$ cat src/rtl/serial_sub_pkg.sv
// Shared definitions for the serial arithmetic blocks (serial_sub today,
// serial adder/multiplier later).
package serial_sub_pkg;

   // Sequencer state encodings shared by the serial arithmetic family.
   typedef enum logic [1:0] {
      ST_IDLE  = 2'd0,
      ST_SHIFT = 2'd1,
      ST_DONE  = 2'd2
   } state_t;

endpackage

$ cat src/rtl/full_sub.sv
// Full subtractor built from two half subtractors and an OR of their borrows.
module full_sub (
   input  logic a,
   input  logic b,
   input  logic bin,
   output logic d,
   output logic bout
);

   logic w_d1;
   logic w_b1;
   logic w_b2;

   half_sub u_hs0 (.a(a),    .b(b),   .d(w_d1), .bout(w_b1));
   half_sub u_hs1 (.a(w_d1), .b(bin), .d(d),    .bout(w_b2));

   assign bout = w_b1 | w_b2;

endmodule

$ cat src/rtl/half_sub.sv
// Half subtractor: d = a - b, borrow out when a=0 and b=1.
module half_sub (
   input  logic a,
   input  logic b,
   output logic d,
   output logic bout
);

   assign d    = a ^ b;
   assign bout = ~a & b;

endmodule

$ cat src/rtl/serial_sub.sv
// Bit-serial WIDTH-bit subtractor: diff = a - b, one bit per clock, LSB first,
// with a start/busy/done handshake.
module serial_sub
   import serial_sub_pkg::*;
#(
   parameter int unsigned WIDTH = 8
) (
   input  logic             clk,
   input  logic             rst,
   input  logic             start,
   input  logic [WIDTH-1:0] a,
   input  logic [WIDTH-1:0] b,
   output logic [WIDTH-1:0] diff,
   output logic             bout,
   output logic             busy,
   output logic             done
);

   localparam int unsigned CW = $clog2(WIDTH);

   state_t           r_state;
   state_t           w_state_nxt;
   logic [WIDTH-1:0] r_sa;
   logic [WIDTH-1:0] r_sb;
   logic [WIDTH-1:0] r_wd;
   logic [WIDTH-1:0] r_diff;
   logic             r_br;
   logic             r_bout;
   logic             r_busy;
   logic             r_done;
   logic [CW-1:0]    r_cnt;
   logic             w_d;
   logic             w_br_nxt;
   logic             w_load;
   logic             w_shift;
   logic             w_last;

   full_sub u_cell (
      .a    (r_sa[0]),
      .b    (r_sb[0]),
      .bin  (r_br),
      .d    (w_d),
      .bout (w_br_nxt)
   );

   // State register.
   always_ff @(posedge clk or posedge rst) begin
      if (rst) r_state <= ST_IDLE;
      else     r_state <= w_state_nxt;
   end

   // Next-state and datapath strobes.
   always_comb begin
      w_state_nxt = r_state;
      w_load      = 1'b0;
      w_shift     = 1'b0;
      w_last      = 1'b0;
      case (r_state)
         ST_IDLE: begin
            if (start) begin
               w_load      = 1'b1;
               w_state_nxt = ST_SHIFT;
            end
         end
         ST_SHIFT: begin
            w_shift = 1'b1;
            if (r_cnt == CW'(WIDTH - 1)) begin
               w_last      = 1'b1;
               w_state_nxt = ST_DONE;
            end
         end
         ST_DONE: w_state_nxt = ST_IDLE;
         default: w_state_nxt = ST_IDLE;
      endcase
   end

   // Operand shifters, borrow, counter and result/handshake registers.
   always_ff @(posedge clk or posedge rst) begin
      if (rst) begin
         r_sa   <= '0;
         r_sb   <= '0;
         r_wd   <= '0;
         r_br   <= 1'b0;
         r_cnt  <= '0;
         r_diff <= '0;
         r_bout <= 1'b0;
         r_busy <= 1'b0;
         r_done <= 1'b0;
      end else begin
         if (w_load) begin
            r_sa  <= a;
            r_sb  <= b;
            r_br  <= 1'b0;
            r_cnt <= '0;
         end else if (w_shift) begin
            r_sa <= {1'b0, r_sa[WIDTH-1:1]};
            r_sb <= {1'b0, r_sb[WIDTH-1:1]};
            r_wd <= {w_d, r_wd[WIDTH-1:1]};
            r_br <= w_br_nxt;
            if (!w_last) r_cnt <= r_cnt + CW'(1);
         end
         // Result is published only when the final bit lands, never partially.
         if (w_last) begin
            r_diff <= {w_d, r_wd[WIDTH-1:1]};
            r_bout <= w_br_nxt;
         end
         r_busy <= (w_state_nxt == ST_SHIFT);
         r_done <= (w_state_nxt == ST_DONE);
      end
   end

   assign diff = r_diff;
   assign bout = r_bout;
   assign busy = r_busy;
   assign done = r_done;

endmodule

$ cat config.mk
export PLATFORM = sky130hd
export DESIGN_NAME = serial_sub
export DESIGN_NICKNAME = d
export VERILOG_FILES = /design/src/rtl/serial_sub_pkg.sv /design/src/rtl/full_sub.sv /design/src/rtl/half_sub.sv /design/src/rtl/serial_sub.sv
export SDC_FILE = /design/constraint.sdc
export NUM_CORES = 1
export LEC_CHECK = 0
export BUFFER_PORTS_ARGS = -buffer_cell sky130_fd_sc_hd__buf_4
export CAP_MARGIN = 20
export CORE_MARGIN = 2
export CORE_UTILIZATION = 55
export DETAILED_ROUTE_END_ITERATION = 6
export PLACE_DENSITY = 0.78
export SYNTH_ARGS = -nofsm -noshare
export SYNTH_HDL_FRONTEND = slang
export SYNTH_HIERARCHICAL = 1
export SYNTH_SLANG_ARGS = --single-unit
$ cat constraint.sdc
create_clock -name clk -period 1.7 [get_ports clk]
set_input_delay 0.085 -clock clk [delete_from_list [all_inputs] [get_ports clk]]
set_output_delay 0.085 -clock clk [all_outputs]
set_load 0.02 [all_outputs]
==> impl_metrics.csv <==
group,metric,value,unit
outcome,status,"complete, no violations",
power_and_ir_drop,p_total,3.755,mW
placement,post-place-ws,98.54,ps
job,drv_cap,0,
timing,rsz0062_at_grt,"false",
die,initial_core_util,58.79,%
timing,maxSlewHeadroom,67.08,%
grt,grt_max_degree,41,
clock_tree,cts_root_buf,"clkbuf_4",
worst_setup_path,crit_chain,"ha_1 > ha_1 > and2_1 > mux2_2",
grt,grt_usage,21.83,%
grt,grt_pass1_wl,5837,µm
cells_and_area,fill_cells,263,
yosys,synth_enable_flop_cells,0,
cells_and_area,area_delta_synth_final,18.59,%
yosys,synth_seq_cells,40,
clock_tree,clk_latency,340,ps
worst_setup_path,arrival,1840,ps
worst_setup_path,crit_top_cell,"ha_1",
clock_tree,clk_pin_slew_worst_paths,100,ps
timing,hold_viol,0,
timing,fmax,621.5,MHz
die,die_height,61.59,µm
clock_tree,cts_setup_buffers,0,
yosys,yosysUniqueCellTypes,25,
timing,finalSetupTns,0,ps
placement,portBuffers,29,
worst_setup_path,crit_buf_inv,0,
routing,routedWlPerCell,14.37,µm
cells_and_area,num_antenna_cells,0,
die,rows,20,
cells_and_area,fin_nets,220,
clock_tree,cts_buffers,5,
yosys,synth-seq-area-share,54.87,%
clock_tree,cts_sinks,40,
placement,placed_cells,231,
clock_tree,cts_tree,"yes",
routing,first_iter_violations,56,
die,fp.dieArea,0.003793,mm²
yosys,synth_top_cell_by_area,"dfrtp_1",
routing,routed_wl,3462,µm
yosys,netlist_area,0.001824,mm²
worst_setup_path,critPathTopFamily,"flip-flops",
cells_and_area,final_cell_count_no_fill,241,
clock_tree,cts.path.max_buffers,2,
yosys,syn_area_per_cell,11.26,µm²
routing,drc,0,
worst_setup_path,crit_path_end_kind,"register",
yosys,yosysMostFrequentCell,"dfrtp_1",
worst_setup_path,crit_fanout,10,
worst_setup_path,critPathMaxStageDelay,400,ps
yosys,synth.net_count,185,
cells_and_area,drive_gt1_share,30.46,%
placement,place_congestion,0.7911,
clock_tree,cts_max_level,2,
timing,finalClockSkew,12.69,ps
timing,drv_slew,0,
die,io_pins,30,
worst_hold_path,hold_class,"primary input to register",
yosys,yosysTopAreaCellShare,54.87,%
grt,antenna_found_initial,0,
routing,via_count,1287,
worst_setup_path,timing.rr.start,"r_cnt[1]$_DFFE_PP0P_",
yosys,synth_cells,162,
power_and_ir_drop,power.leakage,1.057,nW
timing,setup_viol,0,
die,core-area,0.003103,mm²
worst_setup_path,cp-start-kind,"register",
routing,first_pass_iters,4,
worst_setup_path,startpoint,"r_cnt[1]$_DFFE_PP0P_",
timing,period_share,94.64,%
worst_setup_path,crit_slowest_cell,"dfrtp_1",
grt,overflow,0,
yosys,synthTopCellsByCount,"dfrtp_1, nand2_1, inv_1, nor3b_1, mux2_2",
yosys,synthFlopType,"dfrtp_1",
worst_hold_path,min_from,"a[5]",
yosys,synthArstFlopShare,100.0,%
worst_setup_path,cp_data_required_time,1930,ps
placement,dp_hpwl,2520,µm
worst_setup_path,crit_type,"register to register",
timing,fin_crit,1609,ps
grt,grt_pass1_vias,1284,
yosys,yosys_warnings,6,
power_and_ir_drop,vdd_drop_max,0.8123,mV
yosys,synth_area_leaders,"dfrtp_1, mux2_2, nand2_1",
power_and_ir_drop,cellPowerDensity,1736,mW/mm²
routing,drtAntennaViolNets,0,
timing,final.setup.worst_slack,91.04,ps
die,die_x,61.59,µm
routing,viasPerCell,5.340,
timing,worst_pin_slew,493.8,ps
-- state kept, by name, summed over array words and instances (netlist names) --
register  count
r_cnt         3
r_sa          8
r_sb          8
r_state       2
bout          1
r_br          1
done          1
diff          8
r_wd          7
busy          1
-- power by group --
part | switching [mW] | internal, mW | leakage [nW]
logic | 0.890 | 0.824 | 0.538
registers | 0.231 | 1.38 | 0.491
clock network | 0.277 | 0.152 | 0.0281
-- cells in the final DEF, fill, tap and decap left out --
cell	n
a21oi_1	9
a221oi_1	1
a221oi_2	4
a22o_1	6
a22oi_1	1
and2_1	2
buf_4	35
clkbuf_1	1
clkbuf_4	5
clkinv_2	1
dfrtp_1	40
dlygate4sd3_1	3
ha_1	4
inv_1	11
mux2_2	10
nand2_1	24
nand2b_1	1
nand3b_1	2
nor2_1	1
nor2_2	3
nor2b_1	7
nor3b_1	11
nor4bb_1	1
o21ai_0	4
o221a_2	2
o22a_1	6
or2_1	2
-- worst min-delay path: cells and delay by family --
family | cells | cell delay, ps
compound gates | 1 | 80
buf+inv | 1 | 110
simple gates | 1 | 100
-- per-stage QoR --
stage	cell area, µm²	util, %	hold slack (ps)
4_1_cts	2163	69.72	63.43
5_1_grt	2163	69.72	100.1
2_1_floorplan	1824	-	221.0
6_report	2163	69.72	84.18
3_3_place_gp	2087	67.26	233.9
3_5_place_dp	2087	67.26	238.2
-- repair_timing --
action                                  4_1_cts  5_1_grt
endpoints found under the setup margin        0        0
hold buffers                                  3        0
resized for setup                             0        0
endpoints found under the hold margin        42        0
-- per-layer routing --
| layer | part of all wire, % | global-route usage (%) | vias to the layer above |
|---|---|---|---|
| li1 | - | - | 635 |
| met1 | 46 | 28.48 | 621 |
| met2 | 49 | 33.98 | 23 |
| met3 | 3.2 | 4.622 | 8 |
| met4 | 2.3 | 11.85 | 0 |
| met5 | 0 | 0 | - |
-- cells by family after synthesis --
kind of cell    after synthesis  synth area share, %
mux                          10                6.173
simple gates                 54                16.19
buf+inv                      21                5.281
compound gates               33                14.75
flops                        40                54.87
fa+ha+maj                     4                2.744
-- layout make-up --
class / instances / area [µm²] / area share [%]
flip-flops and latches: 40 / 1001 / 46.27
repair buffers: 38 / 292.8 / 13.53
clock inverters: 1 / 5.005 / 0.2313
inverters: 11 / 41.29 / 1.909
clock buffers: 6 / 41.29 / 1.909
well taps: 44 / 55.05 / 2.545
multi-input cells: 101 / 726.9 / 33.60
-- path summary, 6_finish.rpt --
check / slack, ps / end / cells past startpoint
max: 90 / bout$_DFFE_PP0P_ / 4
min: 80 / r_sa[5]$_DFFE_PP0P_ / 3
max reg2reg: 90 / bout$_DFFE_PP0P_ / 4
min reg2reg: 500 / r_wd[1]$_DFFE_PP0P_ / 2
max in group asynchronous: 950 / r_sb[6]$_DFFE_PP0P_ / 4
min in group asynchronous: 410 / diff[3]$_DFFE_PP0P_ / 4
Power figures use the tool's default switching activity.
